--- config.mk ---
export PLATFORM = sky130hd
export DESIGN_NAME = keccak_squeeze_serializer
export DESIGN_NICKNAME = d
export VERILOG_FILES = /design/src/rtl/keccak_pkg.sv /design/src/rtl/keccak_squeeze_serializer.sv
export SDC_FILE = /design/constraint.sdc
export NUM_CORES = 1
export LEC_CHECK = 0
export CAP_MARGIN = 10
export CORE_MARGIN = 5
export CORE_UTILIZATION = 49
export DETAILED_ROUTE_END_ITERATION = 6
export PLACE_DENSITY = 0.81
export SKIP_CTS_REPAIR_TIMING = 1
export SLEW_MARGIN = 20
export SYNTH_ARGS = -nofsm -noshare
export SYNTH_HDL_FRONTEND = slang
export SYNTH_SLANG_ARGS = --single-unit
--- constraint.sdc ---
create_clock -name clk -period 11.6 [get_ports clk]
set_input_delay 2.32 -clock clk [delete_from_list [all_inputs] [get_ports clk]]
set_output_delay 2.32 -clock clk [all_outputs]
set_load 0.005 [all_outputs]
--- src/rtl/keccak_pkg.sv ---
// rtl/keccak_pkg.sv - shared types and helpers for the Keccak squeeze serializer
package keccak_pkg;

    localparam int SER_LEN_WIDTH = 16;
    localparam int SER_KEEP_MAX  = 64;

    typedef enum logic [1:0] {
        SER_IDLE,
        SER_LOAD,
        SER_EMIT,
        SER_DRAIN
    } ser_state_t;

    // Contiguous byte-enable mask with the low n bits set.
    function automatic logic [SER_KEEP_MAX-1:0] keep_from_bytes(input int unsigned n);
        logic [SER_KEEP_MAX-1:0] k;
        k = '0;
        for (int unsigned i = 0; i < SER_KEEP_MAX; i++) begin
            k[i] = (i < n);
        end
        return k;
    endfunction

endpackage

--- src/rtl/keccak_squeeze_serializer.sv ---
// rtl/keccak_squeeze_serializer.sv - wide squeeze words to narrow beats, truncated to the requested length
module keccak_squeeze_serializer
    import keccak_pkg::*;
#(
    parameter int IN_WIDTH  = 256,
    parameter int OUT_WIDTH = 64,
    parameter int LEN_WIDTH = SER_LEN_WIDTH
) (
    input  logic                   clk,
    input  logic                   rst,
    input  logic                   start_i,
    input  logic [LEN_WIDTH-1:0]   out_len_i,
    input  logic [IN_WIDTH-1:0]    s_data_i,
    input  logic                   s_valid_i,
    input  logic                   s_last_i,
    output logic                   s_ready_o,
    output logic [OUT_WIDTH-1:0]   m_data_o,
    output logic [OUT_WIDTH/8-1:0] m_keep_o,
    output logic                   m_valid_o,
    output logic                   m_last_o,
    input  logic                   m_ready_i,
    output logic                   busy_o,
    output logic                   done_o,
    output logic                   len_err_o
);

    localparam int NCHUNK = IN_WIDTH / OUT_WIDTH;
    localparam int KEEP_W = OUT_WIDTH / 8;
    localparam int CIDX_W = (NCHUNK > 1) ? $clog2(NCHUNK) : 1;
    localparam logic [LEN_WIDTH-1:0] BPB = LEN_WIDTH'(KEEP_W);

    ser_state_t            state_q;
    logic [IN_WIDTH-1:0]   buf_q;
    logic                  word_last_q;
    logic [CIDX_W-1:0]     chunk_q;
    logic [LEN_WIDTH-1:0]  rem_q;
    logic                  len_err_q;
    logic                  done_q;

    logic [OUT_WIDTH-1:0]  chunks [NCHUNK];
    logic [LEN_WIDTH-1:0]  nbytes;
    logic                  last_chunk;
    logic                  beat_last;
    logic                  emit;

    always_comb begin
        for (int i = 0; i < NCHUNK; i++) begin
            chunks[i] = buf_q[i*OUT_WIDTH +: OUT_WIDTH];
        end
    end

    assign emit       = (state_q == SER_EMIT);
    assign nbytes     = (rem_q < BPB) ? rem_q : BPB;
    assign last_chunk = (chunk_q == CIDX_W'(NCHUNK - 1));
    assign beat_last  = (rem_q <= BPB) || (last_chunk && word_last_q);

    // Beat outputs are decoded from registers only, so they hold across a stall.
    assign m_valid_o = emit;
    assign m_data_o  = emit ? chunks[chunk_q] : '0;
    assign m_keep_o  = emit ? KEEP_W'(keep_from_bytes(32'(nbytes))) : '0;
    assign m_last_o  = emit && beat_last;
    assign s_ready_o = (state_q == SER_LOAD) || (state_q == SER_DRAIN);
    assign busy_o    = (state_q != SER_IDLE);
    assign done_o    = done_q;
    assign len_err_o = len_err_q;

    always_ff @(posedge clk or posedge rst) begin
        if (rst) begin
            state_q     <= SER_IDLE;
            buf_q       <= '0;
            word_last_q <= 1'b0;
            chunk_q     <= '0;
            rem_q       <= '0;
            len_err_q   <= 1'b0;
            done_q      <= 1'b0;
        end else begin
            done_q <= 1'b0;
            case (state_q)
                SER_IDLE: begin
                    if (start_i) begin
                        rem_q     <= out_len_i;
                        len_err_q <= 1'b0;
                        state_q   <= (out_len_i == '0) ? SER_DRAIN : SER_LOAD;
                    end
                end
                SER_LOAD: begin
                    if (s_valid_i) begin
                        buf_q       <= s_data_i;
                        word_last_q <= s_last_i;
                        chunk_q     <= '0;
                        state_q     <= SER_EMIT;
                    end
                end
                SER_EMIT: begin
                    if (m_ready_i) begin
                        rem_q   <= rem_q - nbytes;
                        chunk_q <= chunk_q + CIDX_W'(1);
                        if (beat_last) begin
                            // Ending with bytes still owed means the core ran out of words.
                            if (rem_q > nbytes) begin
                                len_err_q <= 1'b1;
                            end
                            if (word_last_q) begin
                                state_q <= SER_IDLE;
                                done_q  <= 1'b1;
                            end else begin
                                state_q <= SER_DRAIN;
                            end
                        end else if (last_chunk) begin
                            state_q <= SER_LOAD;
                        end
                    end
                end
                SER_DRAIN: begin
                    if (s_valid_i && s_last_i) begin
                        state_q <= SER_IDLE;
                        done_q  <= 1'b1;
                    end
                end
                default: state_q <= SER_IDLE;
            endcase
        end
    end

endmodule
==> run metrics <==
Post-Syn Area=13,100 sq um; count of state elements after synthesis=279; WL final=33,200 um; register area share after synthesis=53.4%; Worst-Margin Slew=1.10 ns; Min-Delay Path Class=reg2reg; filler instances=1,900; Post-Synthesis Cells=895; Power, Total=4.59 mW; setup TNS after final layout=0 ns; Antenna Violating Nets Remaining=0; Hold Slack=0.499 ns; NetSw=1.37 mW; drt initial violations=519; critical path fanouts, max=39; layout overhead on the synthesized area=35.9%; via count=8,784; DP Wirelength=23,200 um; largest net degree at the start of global routing=150; layout cells sized above 1=32.2%; cell taking the most area after synthesis=dfrtp_1; clock skew=0.0154 ns; Cell Int Power=3.23 mW; worst-path cell chain=buf_4 > mux4_2 > and2_1 > clkdlybuf4s50_1; Placer Congestion=0.864; WS Path Type=reg2out; placeable core area=26,100 sq um; vias in the first global route=9,683; CTS tree=yes; Slew headroom=26.5%; Avg WL per Cell=20.9 um; Leak=7.47 nW; worst vdd rail ir drop=0.000150 V; top cells by area, synth=dfrtp_1 (53%), mux2_2 (22%), mux4_2 (11%); initial core utilization=50.0%; Root Buffer=clkbuf_16; final hold violation count=0; Max H-tree Level=1; Crit. End Element=primary output; status=finished clean; EDFF count, synth=0; max cap viols=0; count leader, synth=dfrtp_1; CTS Sinks=279; Vias per Instance=5.53; GRT Residual Overflow=0; GR Util All Layers=21.8%; Pins Over Slew Limit=0; Site Rows=59; Async SR Flop Fraction=100%; CP startpoint kind=flip-flop; Yosys cell types=62; Die Width=173 um; max incr delay on CP=0.81 ns; Ys Warns=0; die height=173 um; net count after synthesis=1,175; clock network fraction of total power=19.5%; commonest cells in the netlist=dfrtp_1 (279), mux2_2 (257), and2_1 (65); Crit-path slowest cell=dfrtp_4; initial antenna violation count=4; Final setup viols=0; # port buffers=355; Crit path arrival time=3.42 ns; RSZ-0062 raised after global routing=false; Worst-Skew Late Latency=0.56 ns; Power Density=259 nW/um^2; syn_area_per_cell=14.6 sq um; TritonRoute pass-1 iters=4; Top FF cell, synth=dfrtp_1; Critical Path RT=9.28 ns; final worst-path cycle share=49.5%; multi-input logic area=5770 sq um; Comb pwr share=41.1%; DR DRC count=0; Switching Fraction=29.7%; first-pass GRT wire length=53,100 um; Ports=356; deepest clock path buffer count=3; Clk pin slew, worst setup/hold paths=0.06 ns; post-layout min period=5.74 ns; part of the power in registers=39.4%; FMAX=0.174 GHz; die area=30,000 sq um; clock buffer count from CTS=31; top-area cell type share of the netlist area=53.4%; Net count, final=1,509; FF+latch area=6990 sq um
==> per-stage QoR <==
stage                     utilization, %  setup WS (ns)  instances  area (sq um)
final                               68.0           5.86       1589         17800
after global placement              64.4           6.04       1531         16800
after detailed placement            64.4           6.01       1531         16800
after global routing                68.0           5.56       1589         17800
after CTS                           67.9           5.70       1586         17700
after floorplan                        -           1.59        895         13100
==> worst paths after layout <==
check                           start           end  slack (ns)  cells after the start
max                        chunk_q[0]  m_data_o[35]        5.86                      4
min                        buf_q[158]    buf_q[158]        0.50                      1
max reg2reg                state_q[1]    buf_q[228]        8.55                      5
min reg2reg                buf_q[158]    buf_q[158]        0.50                      1
max in group asynchronous         rst    buf_q[126]        7.83                      3
min in group asynchronous         rst    buf_q[127]        2.29                      2
==> critical path: cells and delay by family, from the launching register on <==
| kind | cells | cell delay, ns |
|---|---|---|
| mux | 1 | 0.62 |
| simple gates | 1 | 0.20 |
| buf+inv | 2 | 1.22 |
| flops | 1 | 0.81 |
==> final cells by class <==
| cell class | instances | share of cell area (%) |
|---|---|---|
| flip-flops and latches | 279 | 39.3 |
| multi-input cells | 549 | 32.5 |
| inverters | 5 | 0.176 |
| diodes | 3 | 0.0423 |
| clock buffers | 42 | 4.77 |
| well taps | 335 | 2.36 |
| repair buffers | 363 | 20.4 |
| clock inverters | 13 | 0.472 |
==> layer usage <==
metal,GRT usage [%],share of wire [%],up-vias
met2,36.8,50,295
met1,26.9,38,4446
met5,0,0.039,-
li1,-,-,3972
met3,6.91,8.1,69
met4,6.72,3.3,2
==> sequential cells by signal, summed over array words and instances, names as in the netlist <==
name         count
buf_q          256
word_last_q      1
len_err_o        1
rem_q           16
done_o           1
state_q          2
chunk_q          2
==> power groups by stage <==
| stage | Sequential [mW] | Clock, mW | Combinational [mW] |
|---|---|---|---|
| 2_1_floorplan | 1.64 | 0 | 1.29 |
| 3_3_place_gp | 1.80 | 0 | 1.86 |
| 3_5_place_dp | 1.83 | 0 | 1.90 |
| 4_1_cts | 1.81 | 0.921 | 1.91 |
| 5_1_grt | 1.88 | 0.962 | 2.05 |
| 6_report | 1.81 | 0.898 | 1.89 |
==> placed cells by master, fill, tap and decap left out, types with 3 or more instances in the layout <==
master / instances
clkdlybuf4s50_1: 355
dfrtp_1: 277
mux2_2: 257
and2_1: 65
mux4_2: 64
clkbuf_16: 31
nand2_1: 23
nor2_1: 21
a21oi_1: 20
clkinv_2: 11
o21ai_0: 10
nand3_1: 8
clkbuf_1: 8
buf_4: 7
nor4_1: 6
nor3_1: 5
a31oi_1: 4
and3_1: 4
diode_2: 3
inv_1: 3
o211ai_1: 3
clkbuf_8: 3
==> logic make-up (layout without fill, tap and decap cells) <==
group | after synthesis | count (layout) | share of synthesized area (%)
muxes | 322 | 322 | 33.3
and+or+nand+nor | 156 | 156 | 7.00
DFF | 279 | 279 | 53.4
other | 1 | 4 | 0.0287
buffers and inverters | 67 | 423 | 2.55
adders and majority gates | 2 | 2 | 0.191
AOI/OAI and AO/OA | 68 | 68 | 3.58
(Power assumes the default switching activity.)
